--- config.mk ---
export PLATFORM = sky130hd
export DESIGN_NAME = fetch_unit
export DESIGN_NICKNAME = d
export VERILOG_FILES = /design/src/rtl/fetch_pkg.sv /design/src/rtl/sync_fifo.sv /design/src/rtl/fetch_unit.sv
export SDC_FILE = /design/constraint.sdc
export NUM_CORES = 1
export LEC_CHECK = 0
export CAP_MARGIN = 25
export CORE_ASPECT_RATIO = 1.4
export CORE_MARGIN = 1.5
export CORE_UTILIZATION = 30
export CTS_CLUSTER_SIZE = 16
export DETAILED_ROUTE_END_ITERATION = 16
export PLACE_DENSITY = 0.6
export SLEW_MARGIN = 30
export SYNTH_ARGS = -nofsm -noshare
export SYNTH_HDL_FRONTEND = slang
export SYNTH_HIERARCHICAL = 1
export SYNTH_SLANG_ARGS = --single-unit
export TNS_END_PERCENT = 1
--- constraint.sdc ---
create_clock -name clk -period 3.35 [get_ports clk]
set_input_delay 0.335 -clock clk [delete_from_list [all_inputs] [get_ports clk]]
set_output_delay 0.335 -clock clk [all_outputs]
set_load 0.005 [all_outputs]
--- src/rtl/fetch_pkg.sv ---
`default_nettype none
// +----------------------------------------------------------------------+
// | Module   : fetch_pkg                                                 |
// | Brief    : Shared types and constants for the instruction fetch unit |
// | Revision : 1.0 - initial release                                     |
// +----------------------------------------------------------------------+
package fetch_pkg;

   // Fetch control states: RUN issues requests, DRAIN discards stale responses
   typedef enum logic [0:0] {
      ST_RUN   = 1'b0,
      ST_DRAIN = 1'b1
   } fetch_state_t;

   // Instruction word width
   localparam int INSTR_W = 32;

   // Widest PC the entry view can carry; narrower PCs are zero-extended
   localparam int PC_W_MAX = 64;

   // One instruction queue entry: the fetch address and the word returned for it
   typedef struct packed {
      logic [PC_W_MAX-1:0] pc;
      logic [INSTR_W-1:0]  instr;
   } fetch_entry_t;

endpackage
`default_nettype wire

--- src/rtl/sync_fifo.sv ---
`default_nettype none
// +----------------------------------------------------------------------+
// | Module   : sync_fifo                                                 |
// | Brief    : Single-clock FIFO with show-ahead head, occupancy count   |
// |            and synchronous flush. DEPTH must be a power of two.      |
// | Revision : 1.0 - initial release                                     |
// +----------------------------------------------------------------------+
module sync_fifo #(
   parameter  int WIDTH = 32,
   parameter  int DEPTH = 4,
   localparam int AW    = (DEPTH > 1) ? $clog2(DEPTH) : 1,
   localparam int CW    = AW + 1
) (
   input  logic             clk,
   input  logic             rst,
   input  logic             flush,
   input  logic             push,
   input  logic [WIDTH-1:0] push_data,
   input  logic             pop,
   output logic [WIDTH-1:0] head_data,
   output logic [CW-1:0]    count
);

   logic [WIDTH-1:0] r_mem [DEPTH];
   logic [AW-1:0]    r_wr_ptr;
   logic [AW-1:0]    r_rd_ptr;
   logic [CW-1:0]    r_count;
   logic             w_empty;
   logic             w_full;
   logic             w_do_push;
   logic             w_do_pop;

   // A full FIFO still takes a push when the head leaves in the same cycle
   always_comb begin
      w_empty   = (r_count == '0);
      w_full    = (r_count == CW'(DEPTH));
      w_do_pop  = pop && !w_empty;
      w_do_push = push && (!w_full || w_do_pop);
   end

   // Storage array; contents need no reset because the count qualifies them
   always_ff @(posedge clk) begin
      if (w_do_push && !flush) begin
         r_mem[r_wr_ptr] <= push_data;
      end
   end

   // Pointer and occupancy tracking; pointers wrap naturally at DEPTH
   always_ff @(posedge clk or negedge rst) begin
      if (!rst) begin
         r_wr_ptr <= '0;
         r_rd_ptr <= '0;
         r_count  <= '0;
      end else if (flush) begin
         r_wr_ptr <= '0;
         r_rd_ptr <= '0;
         r_count  <= '0;
      end else begin
         if (w_do_push) r_wr_ptr <= r_wr_ptr + AW'(1);
         if (w_do_pop)  r_rd_ptr <= r_rd_ptr + AW'(1);
         case ({w_do_push, w_do_pop})
            2'b10:   r_count <= r_count + CW'(1);
            2'b01:   r_count <= r_count - CW'(1);
            default: r_count <= r_count;
         endcase
      end
   end

   assign head_data = r_mem[r_rd_ptr];
   assign count     = r_count;

endmodule
`default_nettype wire

--- src/rtl/fetch_unit.sv ---
`default_nettype none
// +----------------------------------------------------------------------+
// | Module   : fetch_unit                                                |
// | Brief    : In-order instruction fetch with credit-based request      |
// |            issue, PC tag FIFO, instruction queue and redirect drain. |
// |            Build macro FETCH_BYPASS_EN: present a response to decode |
// |            in its arrival cycle when the instruction queue is empty. |
// | Revision : 1.0 - initial release                                     |
// +----------------------------------------------------------------------+
module fetch_unit
   import fetch_pkg::*;
#(
   parameter int              XLEN     = 32,
   parameter int              DEPTH    = 4,
   parameter logic [XLEN-1:0] RESET_PC = XLEN'(32'h0000_0000)
) (
   input  logic               clk,
   input  logic               rst,
   output logic               imem_req_valid,
   input  logic               imem_req_ready,
   output logic [XLEN-1:0]    imem_req_addr,
   input  logic               imem_rsp_valid,
   input  logic [INSTR_W-1:0] imem_rsp_data,
   input  logic               redirect_valid,
   input  logic [XLEN-1:0]    redirect_pc,
   output logic               out_valid,
   input  logic               out_ready,
   output logic [XLEN-1:0]    out_pc,
   output logic [INSTR_W-1:0] out_instr,
   output logic [XLEN-1:0]    out_pc_plus4
);

   localparam int CW = $clog2(DEPTH) + 1;

`ifdef FETCH_BYPASS_EN
   localparam logic c_bypass_en = 1'b1;
`else
   localparam logic c_bypass_en = 1'b0;
`endif

   fetch_state_t            r_state;
   fetch_state_t            w_state_nx;
   logic [XLEN-1:0]         r_fetch_pc;
   logic [XLEN-1:0]         w_fetch_pc_nx;
   logic [CW-1:0]           r_drop_count;
   logic [CW-1:0]           w_drop_nx;
   logic                    r_started;

   logic [CW-1:0]           w_outstanding;
   logic [CW-1:0]           w_q_count;
   logic [XLEN-1:0]         w_tag_pc;
   logic [XLEN+INSTR_W-1:0] w_q_head;
   logic                    w_req_fire;
   logic                    w_rsp_in;
   logic                    w_rsp_keep;
   logic                    w_q_empty;
   logic                    w_credit_ok;
   logic                    w_bypass;
   logic                    w_q_push;
   logic                    w_q_pop;
   fetch_entry_t            w_rsp_entry;
   fetch_entry_t            w_head_entry;
   fetch_entry_t            w_out_entry;
   logic                    w_unused_pc_hi;

   // Every accepted request holds a tag until its response returns, so the
   // tag FIFO occupancy is the outstanding-request count.
   sync_fifo #(
      .WIDTH (XLEN),
      .DEPTH (DEPTH)
   ) u_tag_fifo (
      .clk       (clk),
      .rst       (rst),
      .flush     (1'b0),
      .push      (w_req_fire),
      .push_data (r_fetch_pc),
      .pop       (w_rsp_in),
      .head_data (w_tag_pc),
      .count     (w_outstanding)
   );

   sync_fifo #(
      .WIDTH (XLEN + INSTR_W),
      .DEPTH (DEPTH)
   ) u_instr_q (
      .clk       (clk),
      .rst       (rst),
      .flush     (redirect_valid),
      .push      (w_q_push),
      .push_data ({w_tag_pc, imem_rsp_data}),
      .pop       (w_q_pop),
      .head_data (w_q_head),
      .count     (w_q_count)
   );

   // Responses only count when something is in flight
   assign w_rsp_in    = imem_rsp_valid && (w_outstanding != '0);
   // Issue only while in-flight plus queued words leave a free queue slot
   assign w_credit_ok = ({1'b0, w_outstanding} + {1'b0, w_q_count}) < (CW+1)'(DEPTH);
   assign imem_req_addr = r_fetch_pc;

   // State, fetch PC and drop counter registers; r_started holds off issue until the first edge
   always_ff @(posedge clk or negedge rst) begin
      if (!rst) begin
         r_state      <= ST_RUN;
         r_fetch_pc   <= RESET_PC;
         r_drop_count <= '0;
         r_started    <= 1'b0;
      end else begin
         r_state      <= w_state_nx;
         r_fetch_pc   <= w_fetch_pc_nx;
         r_drop_count <= w_drop_nx;
         r_started    <= 1'b1;
      end
   end

   // Next-state logic: redirect wins over issue and response handling
   always_comb begin
      w_state_nx     = r_state;
      w_fetch_pc_nx  = r_fetch_pc;
      w_drop_nx      = r_drop_count;
      imem_req_valid = 1'b0;
      w_req_fire     = 1'b0;
      if (redirect_valid) begin
         w_fetch_pc_nx = {redirect_pc[XLEN-1:2], 2'b00};
         w_drop_nx     = w_outstanding - CW'(w_rsp_in);
         w_state_nx    = (w_drop_nx != '0) ? ST_DRAIN : ST_RUN;
      end else begin
         case (r_state)
            ST_RUN: begin
               imem_req_valid = r_started && w_credit_ok;
               w_req_fire     = imem_req_valid && imem_req_ready;
               if (w_req_fire) begin
                  w_fetch_pc_nx = r_fetch_pc + XLEN'(4);
               end
            end
            ST_DRAIN: begin
               if (w_rsp_in) begin
                  w_drop_nx = r_drop_count - CW'(1);
                  if (w_drop_nx == '0) begin
                     w_state_nx = ST_RUN;
                  end
               end
            end
            default: w_state_nx = ST_RUN;
         endcase
      end
   end

   // Queue control: keep live responses, optionally bypass into an empty queue
   always_comb begin
      w_rsp_keep = w_rsp_in && (r_state == ST_RUN) && !redirect_valid;
      w_q_empty  = (w_q_count == '0);
      w_bypass   = c_bypass_en && w_q_empty && w_rsp_keep;
      w_q_push   = w_rsp_keep && !(w_bypass && out_ready);
      w_q_pop    = !w_q_empty && out_ready && !redirect_valid;
   end

   // Decode-side view: queue head, else the bypassed response, else all zero
   always_comb begin
      w_rsp_entry.pc     = PC_W_MAX'(w_tag_pc);
      w_rsp_entry.instr  = imem_rsp_data;
      w_head_entry.pc    = PC_W_MAX'(w_q_head[XLEN+INSTR_W-1:INSTR_W]);
      w_head_entry.instr = w_q_head[INSTR_W-1:0];
      w_out_entry        = '0;
      out_valid          = !w_q_empty || w_bypass;
      if (!w_q_empty) begin
         w_out_entry = w_head_entry;
      end else if (w_bypass) begin
         w_out_entry = w_rsp_entry;
      end
      out_pc       = w_out_entry.pc[XLEN-1:0];
      out_instr    = w_out_entry.instr;
      out_pc_plus4 = out_valid ? (out_pc + XLEN'(4)) : '0;
   end

   // Upper entry PC bits are zero-extension only
   assign w_unused_pc_hi = ^w_out_entry.pc;

endmodule
`default_nettype wire

==> flow_metrics.env <==
export IMPL_min_to="imem_req_addr[5]"
export IMPL_clkPwrFrac_pct=39.4
export IMPL_start_util_pct=30.4
export IMPL_routedWlPerCell_um=19.7
export IMPL_finalInstanceArea_mm2=0.0237
export IMPL_nFillCells=5704
export IMPL_ios=200
export IMPL_cpMostUsedCell="or4_4"
export IMPL_post_route_period_util_pct=107
export IMPL_synth_commonest_cells="edfxtp_1 (384), mux4_2 (96), and2_1 (69), nor2_1 (64), dfrtp_1 (49)"
export IMPL_routabilityCongestion=0.787
export IMPL_dieArea_mm2=0.0633
export IMPL_required_ns=3.01
export IMPL_use_met2_pct=24.1
export IMPL_dr_first_iter_drc_count=743
export IMPL_p_per_area_mw_per_mm2=462
export IMPL_power_switching_mw=2.35
export IMPL_gr_usage_met1_pct=18.2
export IMPL_synthesis_instances=1098
export IMPL_ff2ff_path_depth=12
export IMPL_irDropWorstVdd_uv=298
export IMPL_drtAntennaViolNets=0
export IMPL_synth_area_per_cell_um2=16.9
export IMPL_synth_most_common_cell="edfxtp_1"
export IMPL_cp_slowest_cell="or4_4"
export IMPL_min_path_type="in2reg"
export IMPL_core_mm2=0.0610
export IMPL_crit_buf_inv=4
export IMPL_min_delay_path_depth=3
export IMPL_grt_setup_unrepaired="yes"
export IMPL_synth_area_mm2=0.0185
export IMPL_cts_buffers=43
export IMPL_fin_util_pct=38.8
export IMPL_syn2layout_area_growth_pct=27.6
export IMPL_finalNetCount=1475
export IMPL_seq_power_share_pct=55.6
export IMPL_dpl_hpwl_mm=28.7
export IMPL_synth_seq_cells=433
export IMPL_fin_skew_ns=0.0158
export IMPL_violations="negative setup slack"
export IMPL_fmax_mhz=278
export IMPL_ys_types=68
export IMPL_antenna_found_initial=0
export IMPL_wl_mm=44.1
export IMPL_pwr_share_comb_pct=5.0
export IMPL_final_hold_viol_count=0
export IMPL_ys_flop_type="edfxtp_1"
export IMPL_path_clk_slew_ns=0.06
export IMPL_grt_pass1_wl_mm=67.6
export IMPL_ys_seq_area_share_pct=68.8
export IMPL_layout_setup_ws_ns=-0.244
export IMPL_grt_max_degree=62
export IMPL_cts_max_path_buffers=3
export IMPL_hold_slack_ns=0.350
export IMPL_p_leak_nw=7.78
export IMPL_crit_type="reg2out"
export IMPL_grt_pass1_vias=11300
export IMPL_r2r_end="u_tag_fifo/count[1]"
export IMPL_slew_headroom_pct=43.2
export IMPL_track_usage_pct=13.9
export IMPL_synth_top_area_share_pct=62.2
export IMPL_cts_root_buf="clkbuf_16"
export IMPL_insertion_delay_ns=0.56
export IMPL_internal_power_mw=8.58
export IMPL_r2r_slack_ns=0.36
export IMPL_fp_dieH_um=297
export IMPL_layout_min_cycle_time_ns=3.59
export IMPL_crit_family="simple AND/OR/NAND/NOR gates"
export IMPL_worst_pin_slew_ns=0.851
export IMPL_cts_tree="built"
export IMPL_swShare_pct=21.5
export IMPL_yosys_warnings=6
export IMPL_dr_total_vias=10800
export IMPL_drc_errors=0
export IMPL_grt_ovfl_total=0
export IMPL_port_buffers=195
export IMPL_row_count=107
export IMPL_clkSinkCount=433
export IMPL_met3_usage_pct=1.84
export IMPL_slew_viol_final=0
export IMPL_end_kind="output pin"
export IMPL_start_kind="register"
export IMPL_crit_chain="buf_8, buf_4, mux4_2, o31ai_2, or4_4, buf_6, or4_4, a21oi_2, buf_2"
export IMPL_power_mw=10.9
export IMPL_num_antenna_cells=0
export IMPL_dp_worst_setup_slack_ns=-0.0865
export IMPL_firstDrtPassIters=5
export IMPL_cap_violations=0
export IMPL_arrival_ns=3.26
export IMPL_grt_busiest_layer="met2"
export IMPL_synth_edf_count=384
export IMPL_die_w_um=213
export IMPL_cpPeakStageDelay_ns=0.59
export IMPL_r2r_start="u_instr_q/count[2]"
export IMPL_avgViaCountPerCell=4.85
export IMPL_ys_top_cells_by_area="edfxtp_1 (62%), mux4_2 (12%), dfrtp_1 (6.6%), and2_1 (2.3%), nor2_1 (1.3%)"
export IMPL_cts_max_level=2
export IMPL_setup_viol=15
export IMPL_async_flop_share_pct=11.3
export IMPL_drive_above_1_share_pct=23.9
export IMPL_synth_area_leader_cell="edfxtp_1"
export IMPL_min_from="redirect_pc[5]"
export IMPL_cp_max_fo=7
export IMPL_dpl_cell_area_mm2=0.0220
export IMPL_status="complete, but fails checks"
state kept, by name, summed over array words and instances (netlist names):
name and count:
u_tag_fifo/r_rd_ptr 2, u_instr_q/r_rd_ptr 2, r_state 1, u_instr_q/r_wr_ptr 2, r_started 1, u_tag_fifo/r_mem 128
u_tag_fifo/count 3, r_drop_count 3, u_tag_fifo/r_wr_ptr 2, imem_req_addr 30, u_instr_q/r_mem 256, u_instr_q/count 3
kinds of logic after synthesis:
group	share of synthesized area, %
adders and majority gates	1.30
and+or+nand+nor	9.11
DFF	68.8
muxes	12.2
AOI/OAI and AO/OA	4.63
other	0.0405
buffers and inverters	2.65
xor gates and xnor gates	1.32
metal layers:
metal / up-vias / part of all wire, %
met5: - / 0
met4: 0 / 1.9
met3: 51 / 5.0
met2: 341 / 50
met1: 5506 / 43
li1: 4943 / -
final cells by class:
cell class	instances	area (µm²)	share of cell area, %
clock buffer	49	1100	4.64
clock inverter	26	134	0.566
inverter	27	101	0.428
multi-input combinational	581	5550	23.5
sequential	433	12800	53.9
tap	817	1020	4.32
timing repair buffer	301	2990	12.6
worst max path at each step:
stage	endpoint	cells past startpoint	start
floorplan	u_instr_q/r_mem[3][0]	7	u_instr_q/count[0]
global placement	out_pc_plus4[24]	8	u_instr_q/r_rd_ptr[0]
detailed placement	out_pc_plus4[26]	8	u_instr_q/r_rd_ptr[0]
CTS	out_pc_plus4[17]	10	u_instr_q/r_rd_ptr[0]
global route	out_pc_plus4[17]	10	u_instr_q/r_rd_ptr[0]
finish	out_pc_plus4[26]	9	u_instr_q/r_rd_ptr[0]
cell usage in the layout, fill, tap and decap left out, types with 22 or more instances in the layout:
cell	instances
edfxtp_1	384
clkdlybuf4s50_1	168
mux4_2	96
buf_4	76
and2_1	63
nor2_1	62
dfrtp_1	45
clkbuf_16	43
o31ai_1	27
nand2_1	26
a31oi_1	26
inv_1	25
nand3_1	23
or4_1	23
o21ai_0	22
power by group through the flow:
stage | Clock (mW) | Sequential [mW] | Combinational [mW]
2_1_floorplan | 0 | 6.14 | 0.243
6_report | 4.30 | 6.08 | 0.552
3_3_place_gp | 0 | 6.18 | 0.546
4_1_cts | 4.43 | 6.07 | 0.563
3_5_place_dp | 0 | 6.19 | 0.558
5_1_grt | 4.63 | 6.09 | 0.611
metrics by stage:
stage	TNS, ns	cells
floorplan	-34.09	1108
global placement	-0.148	2131
detailed placement	-0.295	2131
CTS	-3.95	2234
global route	-5.06	2234
finish	-2.93	2234
tightest hold or removal path: stages:
cell,delay (ns)
clkdlybuf4s50_1,0.40
nand2_1,0.06
nand3_1,0.06
what timing repair did:
| item | in CTS | in global routing |
|---|---|---|
| buffers inserted | 24 | 0 |
| setup endpoints to repair | 25 | 29 |
| hold buffers | 1 | 0 |
| pin swaps | 29 | 1 |
| hold endpoints to repair | 26 | 0 |
| resized for setup | 122 | 7 |
| gates cloned | 3 | 0 |
No activity file was read; power rests on OpenSTA's default activity.
